<file path="src/rtl/y_trim_if.sv">
// AXI4-Stream video beat bundle shared by the y_trim input and output ports.
// Clock and reset are kept outside the bundle.
interface y_trim_if #(
    parameter int DATA_W = 64,
    parameter int USER_W = 4
);
    logic              tvalid;
    logic              tready;
    logic              tlast;
    logic [USER_W-1:0] tuser;
    logic [DATA_W-1:0] tdata;

    modport master (output tvalid, tuser, tlast, tdata, input tready);
    modport slave  (input tvalid, tuser, tlast, tdata, output tready);
endinterface

</file>
<file path="src/rtl/y_trim.sv">
// Vertical ROI crop and line subsampler: keeps a window of lines, one of every
// y_scale+1 inside it, and rewrites SOF/SOL/EOL/EOF so the output frame is well-formed.
module y_trim #(
    parameter int LINE_CNT_W = 13
) (
    input  logic                  aclk,
    input  logic                  aclk_reset_n,
    input  logic                  aclk_y_crop_en,
    input  logic [LINE_CNT_W-1:0] aclk_y_start,
    input  logic [LINE_CNT_W-1:0] aclk_y_size,
    input  logic [3:0]            aclk_y_scale,
    y_trim_if.slave               aclk_s,
    y_trim_if.master              aclk_m,
    output logic                  aclk_frame_err
);
    localparam int LW = LINE_CNT_W;

    localparam logic [1:0] ST_IDLE = 2'd0;
    localparam logic [1:0] ST_KEEP = 2'd1;
    localparam logic [1:0] ST_DROP = 2'd2;

    localparam logic [3:0] U_SOF = 4'b0001;
    localparam logic [3:0] U_EOF = 4'b0010;
    localparam logic [3:0] U_SOL = 4'b0100;
    localparam logic [3:0] U_EOL = 4'b1000;

    // Frame state and config latched at SOF
    logic [1:0]    state_q, state_d;
    logic [LW-1:0] line_q, line_d;
    logic [3:0]    sub_q, sub_d;
    logic          first_q, first_d;
    logic          fk_q, fk_d;
    logic          crop_q, crop_d;
    logic [LW-1:0] start_q, start_d;
    logic [LW:0]   last_q, last_d;
    logic [3:0]    scale_q, scale_d;
    logic          err_q, err_d;
    logic          rdy_q;

    // Hold buffer and output buffer
    logic          hb_vld_q, hb_vld_d;
    logic [63:0]   hb_data_q, hb_data_d;
    logic [3:0]    hb_user_q, hb_user_d;
    logic          ob_vld_q;
    logic [63:0]   ob_data_q;
    logic [3:0]    ob_user_q;
    logic          ob_last_q;
    logic          ob_load;
    logic [63:0]   ob_data_n;
    logic [3:0]    ob_user_n;
    logic          ob_last_n;
    logic          ob_free;

    logic          s_tready, acc, rdy;
    logic [3:0]    beat_user;

    // last_kept for the config presented on the SOF beat
    logic [4:0]    scl_p1;
    logic [LW-1:0] sz_m1, quo, span;
    logic [LW:0]   last_in;

    assign scl_p1  = {1'b0, aclk_y_scale} + 5'd1;
    assign sz_m1   = aclk_y_size - LW'(1);
    assign quo     = sz_m1 / LW'(scl_p1);
    assign span    = quo * LW'(scl_p1);
    assign last_in = {1'b0, aclk_y_start} + {1'b0, span};

    // An SOF beat restarts the frame context regardless of the current state
    logic          sof_in, eof_in;
    logic          c_crop, c_active, c_keep, c_first, c_fk, c_hb_vld, is_final;
    logic [LW-1:0] c_start, c_line;
    logic [LW:0]   c_last;
    logic [3:0]    c_scale, c_sub;

    assign sof_in   = aclk_s.tvalid && aclk_s.tuser[0];
    assign eof_in   = aclk_s.tuser[1];
    assign c_crop   = sof_in ? aclk_y_crop_en : crop_q;
    assign c_start  = sof_in ? (aclk_y_crop_en ? aclk_y_start : '0) : start_q;
    assign c_last   = sof_in ? last_in : last_q;
    assign c_scale  = sof_in ? aclk_y_scale : scale_q;
    assign c_line   = sof_in ? '0 : line_q;
    assign c_sub    = sof_in ? '0 : sub_q;
    assign c_active = sof_in || (state_q != ST_IDLE);
    assign c_keep   = sof_in ? (c_start == '0) : (state_q == ST_KEEP);
    assign c_first  = sof_in || first_q;
    assign c_fk     = sof_in || fk_q;
    assign c_hb_vld = !sof_in && hb_vld_q;
    assign is_final = (c_crop && ({1'b0, c_line} == c_last)) || eof_in;

    // Next-line decision taken when a line's tlast is accepted
    logic [LW-1:0] n_line;
    logic [3:0]    n_sub;
    logic          n_keep;

    assign n_line = (c_line == '1) ? c_line : c_line + LW'(1);
    assign n_sub  = (n_line == c_start) ? 4'd0 :
                    (c_sub == c_scale)  ? 4'd0 : c_sub + 4'd1;
    assign n_keep = (n_line >= c_start) && (!c_crop || ({1'b0, n_line} <= c_last)) &&
                    (n_line != '1) && (n_sub == 4'd0);

    assign ob_free = !ob_vld_q || aclk_m.tready;

    logic unused_tuser;
    assign unused_tuser = ^aclk_s.tuser[3:2];

    always_comb begin
        state_d   = state_q;
        line_d    = line_q;
        sub_d     = sub_q;
        first_d   = first_q;
        fk_d      = fk_q;
        crop_d    = crop_q;
        start_d   = start_q;
        last_d    = last_q;
        scale_d   = scale_q;
        err_d     = err_q;
        hb_vld_d  = hb_vld_q;
        hb_data_d = hb_data_q;
        hb_user_d = hb_user_q;
        ob_load   = 1'b0;
        ob_data_n = aclk_s.tdata;
        ob_user_n = 4'd0;
        ob_last_n = 1'b0;
        beat_user = 4'd0;
        rdy       = 1'b1;

        if (c_active && c_keep) begin
            // A held line end must leave as EOL before the next kept line starts
            if (aclk_s.tvalid && c_first && c_hb_vld) begin
                rdy = 1'b0;
                if (ob_free) begin
                    ob_load   = 1'b1;
                    ob_data_n = hb_data_q;
                    ob_user_n = hb_user_q | U_EOL;
                    ob_last_n = 1'b1;
                    hb_vld_d  = 1'b0;
                end
            end else begin
                rdy = ob_free;
            end
        end else if (c_active && aclk_s.tvalid && eof_in && c_hb_vld) begin
            rdy = ob_free;
        end

        s_tready = rdy_q && rdy;
        acc      = aclk_s.tvalid && s_tready;

        if (acc && sof_in) begin
            err_d    = (state_q != ST_IDLE);
            crop_d   = c_crop;
            start_d  = c_start;
            last_d   = c_last;
            scale_d  = c_scale;
            line_d   = '0;
            sub_d    = 4'd0;
            state_d  = c_keep ? ST_KEEP : ST_DROP;
            first_d  = 1'b1;
            fk_d     = 1'b1;
            hb_vld_d = 1'b0;
        end

        if (acc && c_active) begin
            if (c_keep) begin
                beat_user = c_first ? (c_fk ? U_SOF : U_SOL) : 4'd0;
                first_d   = 1'b0;
                if (c_first) fk_d = 1'b0;
                if (aclk_s.tlast && is_final) begin
                    ob_load   = 1'b1;
                    ob_user_n = beat_user | U_EOF;
                    ob_last_n = 1'b1;
                    state_d   = ST_IDLE;
                end else if (aclk_s.tlast) begin
                    // Marker of a non-final line end is unknown until what follows arrives
                    hb_vld_d  = 1'b1;
                    hb_data_d = aclk_s.tdata;
                    hb_user_d = beat_user;
                    line_d    = n_line;
                    sub_d     = n_sub;
                    state_d   = n_keep ? ST_KEEP : ST_DROP;
                    first_d   = 1'b1;
                end else begin
                    ob_load   = 1'b1;
                    ob_user_n = beat_user;
                end
            end else if (eof_in) begin
                if (c_hb_vld) begin
                    ob_load   = 1'b1;
                    ob_data_n = hb_data_q;
                    ob_user_n = hb_user_q | U_EOF;
                    ob_last_n = 1'b1;
                    hb_vld_d  = 1'b0;
                end else begin
                    err_d = 1'b1;
                end
                state_d = ST_IDLE;
            end else if (aclk_s.tlast) begin
                line_d  = n_line;
                sub_d   = n_sub;
                state_d = n_keep ? ST_KEEP : ST_DROP;
                first_d = 1'b1;
            end
        end
    end

    always_ff @(posedge aclk or negedge aclk_reset_n) begin
        if (!aclk_reset_n) begin
            state_q   <= ST_IDLE;
            line_q    <= '0;
            sub_q     <= 4'd0;
            first_q   <= 1'b0;
            fk_q      <= 1'b0;
            crop_q    <= 1'b0;
            start_q   <= '0;
            last_q    <= '0;
            scale_q   <= 4'd0;
            err_q     <= 1'b0;
            rdy_q     <= 1'b0;
            hb_vld_q  <= 1'b0;
            hb_data_q <= '0;
            hb_user_q <= 4'd0;
            ob_vld_q  <= 1'b0;
            ob_data_q <= '0;
            ob_user_q <= 4'd0;
            ob_last_q <= 1'b0;
        end else begin
            state_q   <= state_d;
            line_q    <= line_d;
            sub_q     <= sub_d;
            first_q   <= first_d;
            fk_q      <= fk_d;
            crop_q    <= crop_d;
            start_q   <= start_d;
            last_q    <= last_d;
            scale_q   <= scale_d;
            err_q     <= err_d;
            rdy_q     <= 1'b1;
            hb_vld_q  <= hb_vld_d;
            hb_data_q <= hb_data_d;
            hb_user_q <= hb_user_d;
            if (ob_load) begin
                ob_vld_q  <= 1'b1;
                ob_data_q <= ob_data_n;
                ob_user_q <= ob_user_n;
                ob_last_q <= ob_last_n;
            end else if (aclk_m.tready) begin
                ob_vld_q  <= 1'b0;
            end
        end
    end

    assign aclk_s.tready  = s_tready;
    assign aclk_m.tvalid  = ob_vld_q;
    assign aclk_m.tdata   = ob_data_q;
    assign aclk_m.tuser   = ob_user_q;
    assign aclk_m.tlast   = ob_last_q;
    assign aclk_frame_err = err_q;
endmodule

</file>
<file path="src/flat_wrapper.sv">
// flat-port wrapper written by rule: the top's interface ports become plain ports
module y_trim_flat 
#(
    parameter int LINE_CNT_W = 13
)
  (aclk, aclk_reset_n, aclk_y_crop_en, aclk_y_start, aclk_y_size, aclk_y_scale, aclk_frame_err, aclk_s_tvalid, aclk_s_tuser, aclk_s_tlast, aclk_s_tdata, aclk_s_tready, aclk_m_tvalid, aclk_m_tuser, aclk_m_tlast, aclk_m_tdata, aclk_m_tready);
  y_trim_if aclk_s_i ();
  y_trim_if aclk_m_i ();
  input  logic aclk;
  input  logic aclk_reset_n;
  input  logic aclk_y_crop_en;
  input  logic [LINE_CNT_W-1:0] aclk_y_start;
  input  logic [LINE_CNT_W-1:0] aclk_y_size;
  input  logic [3:0] aclk_y_scale;
  output logic aclk_frame_err;
  input wire logic [$bits(aclk_s_i.tvalid)-1:0] aclk_s_tvalid;
  input wire logic [$bits(aclk_s_i.tuser)-1:0] aclk_s_tuser;
  input wire logic [$bits(aclk_s_i.tlast)-1:0] aclk_s_tlast;
  input wire logic [$bits(aclk_s_i.tdata)-1:0] aclk_s_tdata;
  output wire logic [$bits(aclk_s_i.tready)-1:0] aclk_s_tready;
  output wire logic [$bits(aclk_m_i.tvalid)-1:0] aclk_m_tvalid;
  output wire logic [$bits(aclk_m_i.tuser)-1:0] aclk_m_tuser;
  output wire logic [$bits(aclk_m_i.tlast)-1:0] aclk_m_tlast;
  output wire logic [$bits(aclk_m_i.tdata)-1:0] aclk_m_tdata;
  input wire logic [$bits(aclk_m_i.tready)-1:0] aclk_m_tready;
  assign aclk_s_i.tvalid = aclk_s_tvalid;
  assign aclk_s_i.tuser = aclk_s_tuser;
  assign aclk_s_i.tlast = aclk_s_tlast;
  assign aclk_s_i.tdata = aclk_s_tdata;
  assign aclk_s_tready = aclk_s_i.tready;
  assign aclk_m_tvalid = aclk_m_i.tvalid;
  assign aclk_m_tuser = aclk_m_i.tuser;
  assign aclk_m_tlast = aclk_m_i.tlast;
  assign aclk_m_tdata = aclk_m_i.tdata;
  assign aclk_m_i.tready = aclk_m_tready;
  y_trim #(.LINE_CNT_W(LINE_CNT_W)) u_core (.aclk(aclk), .aclk_reset_n(aclk_reset_n), .aclk_y_crop_en(aclk_y_crop_en), .aclk_y_start(aclk_y_start), .aclk_y_size(aclk_y_size), .aclk_y_scale(aclk_y_scale), .aclk_s(aclk_s_i), .aclk_m(aclk_m_i), .aclk_frame_err(aclk_frame_err));
endmodule
</file>
<file path="config.mk">
export PLATFORM = sky130hd
export DESIGN_NAME = y_trim_flat
export DESIGN_NICKNAME = d
export VERILOG_FILES = /design/src/rtl/y_trim_if.sv /design/src/rtl/y_trim.sv /design/src/flat_wrapper.sv
export SDC_FILE = /design/constraint.sdc
export NUM_CORES = 1
export LEC_CHECK = 0
export CAP_MARGIN = 40
export CORE_ASPECT_RATIO = 0.7
export CORE_UTILIZATION = 35
export DETAILED_ROUTE_END_ITERATION = 8
export GPL_TIMING_DRIVEN = 0
export SKIP_CTS_REPAIR_TIMING = 1
export SYNTH_ARGS = -nofsm -noshare
export SYNTH_HDL_FRONTEND = slang
export SYNTH_SLANG_ARGS = --single-unit
export TNS_END_PERCENT = 100
</file>
<file path="constraint.sdc">
create_clock -name aclk -period 4.3 [get_ports aclk]
set_input_delay 1.075 -clock aclk [delete_from_list [all_inputs] [get_ports aclk]]
set_output_delay 1.075 -clock aclk [all_outputs]
set_load 0.01 [all_outputs]
</file>
# After elaboration in Yosys (flattened, before gate mapping)
# Cells that the tools add are included.
# totals
reg_bits	194
in_bits	104
# op_classes
addsub	5
div	1
reduce_logical	31
n_eq_ne	6
bitwise	1
mux	92
mul	1
n_lt_le_gt_ge	2
# ops
cell	n
two-way mux 64 bit	7
two-way mux 13 bit	10
two-way mux 4 bit	20
two-way mux 1 bit	45
logical AND 1 bit	17
two-way mux 2 bit	8
adder 13 x 13 -> 14 bit	1
== test 13 x 14 -> 1 bit	1
<= comparator 13 x 14 -> 1 bit	1
two-way mux 14 bit	1
adder 13 x 1 -> 13 bit, second input constant	1
divider 13 x 5 -> 13 bit	1
== test 13 bit	1
== test 13 bit, second input constant	1
>= comparator 13 bit	1
zero test 13 bit	1
multiplier 13 x 5 -> 13 bit	1
inequality test 13 bit, second input constant	1
subtractor 13 x 1 -> 13 bit, second input constant	1
logical OR 1 bit	6
adder 4 x 1 -> 5 bit, second input constant	1
adder 4 x 1 -> 4 bit, second input constant	1
== test 4 bit	1
zero test 4 bit	1
6 further kinds	9

# Longest topological paths before layout
# depth
word_depth	15
depth_mapped	151

# Worst setup path after synthesis
# OpenSTA, ideal clock, no wires.
# synth_timing
path_kind	input port to flip-flop
from	input aclk_y_size[1]
to	register u_core.hb_data_q[59]
setup_time_ps	125
stages	140
setup_slack_ps	-24970
t_arrival_ps	29145
cell_sequence	inv_1 -> ha_1 -> or3b_1 -> buf_2 -> nor4_2 -> xnor2_1 -> inv_1 -> ha_1 -> o21ai_0 -> o21a_1 -> a41oi_1 -> ha_1 -> o21a_1 -> nor2_1 -> o311ai_1 -> a21boi_0 -> ha_1 -> o211a_1 -> [104 not listed] -> ha_1 -> a21boi_0 -> o21ai_0 -> a21boi_0 -> o21ai_0 -> a21boi_0 -> o21ai_0 -> a21boi_0 -> o21a_1 -> or3_1 -> a31oi_1 -> o221ai_1 -> nor2_1 -> nor2_1 -> nand2_1 -> buf_1 -> clkbuf_1 -> mux2_2
# synth_via
elab_chain_len	11
# synth_rtl
item	line	text
start, declared	flat_wrapper.sv:13	input logic [LINE_CNT_W-1:0] aclk_y_size;
subtractor 13 x 1 -> 13 bit	y_trim.sv:63	assign sz_m1 = aclk_y_size - LW'(1);
divider 13 x 5 -> 13 bit	y_trim.sv:64	assign quo = sz_m1 / LW'(scl_p1);
multiplier 13 x 5 -> 13 bit	y_trim.sv:65	assign span = quo * LW'(scl_p1);
adder 13 x 13 -> 14 bit	y_trim.sv:66	assign last_in = {1'b0, aclk_y_start} + {1'b0, span};
two-way mux 14 bit	y_trim.sv:79	assign c_last = sof_in ? last_in : last_q;
== test 13 x 14 -> 1 bit	y_trim.sv:88	assign is_final = (c_crop && ({1'b0, c_line} == c_last)) || eof_in;
logical AND 1 bit	y_trim.sv:88	
logical OR 1 bit	y_trim.sv:88	
logical AND 1 bit	y_trim.sv:167	if (aclk_s.tlast && is_final) begin
inverter 1 bit (no line)	n/a	
AND reduction 4 bit (no line)	n/a	
end signal, assigned	y_trim.sv:238	hb_data_q <= hb_data_d;
end, declared	y_trim.sv:42	logic [63:0] hb_data_q, hb_data_d;
# No other way between the ends.
# A chain may end at the register's enable or synchronous reset.

# Final worst setup path
# layout_timing
from	input aclk_y_scale[1]
to	register u_core.hb_data_q[1]
# layout_via
elab_chain_len	11
# layout_rtl
item	line	text
start, declared	flat_wrapper.sv:14	input logic [3:0] aclk_y_scale;
adder 4 x 1 -> 5 bit *	y_trim.sv:62	assign scl_p1 = {1'b0, aclk_y_scale} + 5'd1;
divider 13 x 5 -> 13 bit	y_trim.sv:64	
multiplier 13 x 5 -> 13 bit *	y_trim.sv:65	
adder 13 x 13 -> 14 bit *	y_trim.sv:66	
two-way mux 14 bit *	y_trim.sv:79	
== test 13 x 14 -> 1 bit *	y_trim.sv:88	
logical AND 1 bit *	y_trim.sv:88	
logical OR 1 bit *	y_trim.sv:88	
logical AND 1 bit *	y_trim.sv:167	
inverter 1 bit (no line) *	n/a	
AND reduction 4 bit (no line) *	n/a	
# Mark *: on every way between the ends. The rest lies on a longest branch, timed or not.

==> flow_summary.ini <==
[die]
row_count = 63
die_height_um = 176
ioPinCount = 176
start_util = 0.355
core_area_um2 = 42400
dieArea_um2 = 43900
die_w_um = 250

[clocking]
cts_made_buffers = 17
cts-root-buf = clkbuf_16
cts_sinks = 192
clock_latency_ns = 0.46
htree_levels = 4
tritoncts = yes
clockBufferDepth = 2
clk_pin_slew_worst_paths_ns = 0.09

[logic_synthesis]
ys.flop_type = dfrtp_1
synth-seq-cells = 192
synth.yosys.warnings = 0
post-synth-top-area-cell = dfrtp_1
netlist_area_um2 = 15100
synth_area_leaders = dfrtp_1 32%, ha_1 9.5%, mux2_2 5.5%
synth_edf_count = 0
synth-async-reset-ratio = 1.00
syn_avg_cell_area_um2 = 8.87
synth_top_cells_by_count = 192 x dfrtp_1, 184 x nand2_1, 173 x nor2_1
synthCells = 1700
yosysMostFrequentCell = dfrtp_1
synth_fp_nets = 1946
yosys.area.top_type_share = 0.319
synth.distinct_cells = 95
synth_seq_area_share = 0.319

[worst_setup_path]
crit_path_start_kind = input port
worst-endpoint-arrival_ns = 27.66
critical_path_buf_inv_count = 14
critPathKind = in2reg
crit_cells = 134
worstPathMaxFanout = 8
crit_family = compound AO/OA/AOI/OAI gates
ff2ff_path_depth = 22
cp_slowest_cell = clkbuf_1
end_kind = register
critPathMaxStageDelay_ns = 0.71
crit_required_ns = 4.64
cp_common_cell = o21a_1

[place]
routabilityCongestion = 0.934
dp_hpwl_mm = 36.8
dpl_cell_area_um2 = 18200
pre_cts_ws_ns = -26.79
port_buffers = 173

[timing]
min_period_over_period = 6.35
timing.final.hold_violations = 0
period_minus_slack_ns = 27.32
worst_slew_pin_slew_ns = 0.914
finClkSkew_ns = 0.0182
finalSetupViolations = 192
drv_slew = 0
rsz0062_at_grt = true
fin_ws_ns = -23.02
fin_setup_tns_ns = -3893.96
fmax_ghz = 0.0366
relSlewSlack = 0.391

[routing]
via_per_inst = 5.48
drtIter0Drc = 962
vias = 14200
ant_nets = 0
totalWireLength_mm = 49.8
dr.pass1.iters = 6
routedWlPerCell_um = 19.3
drc = 0

[layout]
register_area_um2 = 4800
num-fill-cells = 3936
multi_input_area_um2 = 11100
area.growth.synth_to_final_pct = 38.9
utilization = 0.494
stdcell_area_um2 = 20900
fin_nets = 2263
drive_gt1_frac = 0.232

[run_status]
status = complete, but fails checks
violations = setup timing

[worst_hold_path]
worst_hold_path.num_cells = 2
hold_class = reg2reg

[global_route]
antenna_found_initial = 3
grt_pass1_vias = 13200
grt_overflow_total = 0
grt_max_degree = 120
grt_pass1_wl_mm = 74.4
grtUsageTotal = 0.214

[flow_run]
max_cap_viol_count = 0
==> per-layer routing <==
| metal | track usage | share of wire |
|---|---|---|
| met5 | 0 | 0.00024 |
| met4 | 0.0458 | 0.014 |
| met3 | 0.0393 | 0.052 |
| met2 | 0.316 | 0.43 |
| met1 | 0.320 | 0.50 |
==> kinds of logic (layout without fill, tap and decap cells) <==
family,count (synthesis),in the layout,synth area share
AOI/OAI and AO/OA,449,449,0.195
muxes,152,152,0.107
buffers and inverters,149,479,0.0387
DFF,192,192,0.319
adders and majority gates,142,142,0.131
xor gates and xnor gates,63,63,0.0366
and+or+nand+nor,552,552,0.172
other,1,3,0.000249
==> worst paths after layout <==
path	startpoint	slack, ns	end
max	aclk_y_scale[1]	-23.02	u_core.hb_data_q[1]$_DFFE_PN0P_
min	u_core.start_q[7]$_DFFE_PN0P_	0.49	u_core.start_q[7]$_DFFE_PN0P_
max reg2reg	u_core.line_q[0]$_DFF_PN0_	-0.72	u_core.state_q[1]$_DFF_PN0_
min reg2reg	u_core.start_q[7]$_DFFE_PN0P_	0.49	u_core.start_q[7]$_DFFE_PN0P_
max in group asynchronous	aclk_reset_n	2.68	u_core.aclk_m.tdata[49]$_DFFE_PN0P_
min in group asynchronous	aclk_reset_n	0.56	u_core.hb_data_q[12]$_DFFE_PN0P_
==> placed cells by master, fill, tap and decap left out, drive strengths merged, types with 36 or more instances in the layout <==
master and count:
a21oi 150, o21ai 87, ha 115, mux2i 78
inv 82, nor3 42, o21a 36, nor2 173
nand2 184, dfrtp 192, clkbuf 62, mux2 74
xnor2 47, buf 157, clkdlybuf4s50 160
==> worst min-delay path, cell delays in order (launching register included) <==
cell     delay, ns
dfrtp_1       0.35
nand2_1       0.04
o21ai_0       0.06
==> state kept, by name, summed over array words and instances, names as in the netlist <==
register,count
u_core.start_q,13
u_core.hb_data_q,64
u_core.hb_user_q,2
u_core.state_q,2
u_core.aclk_m.tlast,1
u_core.aclk_m.tuser,4
u_core.line_q,13
u_core.hb_vld_q,1
u_core.first_q,1
u_core.crop_q,1
u_core.last_q,14
u_core.aclk_m.tdata,64
u_core.rdy_q,1
u_core.sub_q,4
u_core.aclk_m.tvalid,1
u_core.aclk_frame_err,1
u_core.fk_q,1
u_core.scale_q,4
==> metrics by stage <==
stage / hold WS (ns) / std cells
2_1_floorplan: 0.438 / 1700
4_1_cts: 0.490 / 2462
3_5_place_dp: 0.470 / 2430
6_report: 0.491 / 2584
5_1_grt: 0.507 / 2584
3_3_place_gp: 0.459 / 2425
==> final cells by class <==
type                    count  share of cell area
multi-input cells        1359               0.531
flip-flops and latches    192               0.230
repair buffers            303               0.138
well taps                 552              0.0330
plain buffers              66              0.0250
clock buffers              17              0.0203
inverters                  78              0.0149
clock inverters            15             0.00789
diodes                      2            0.000239
Power is left out: the tool's default activity adds up to more than one toggle a clock period on the data nets, which glitch-free logic cannot reach.
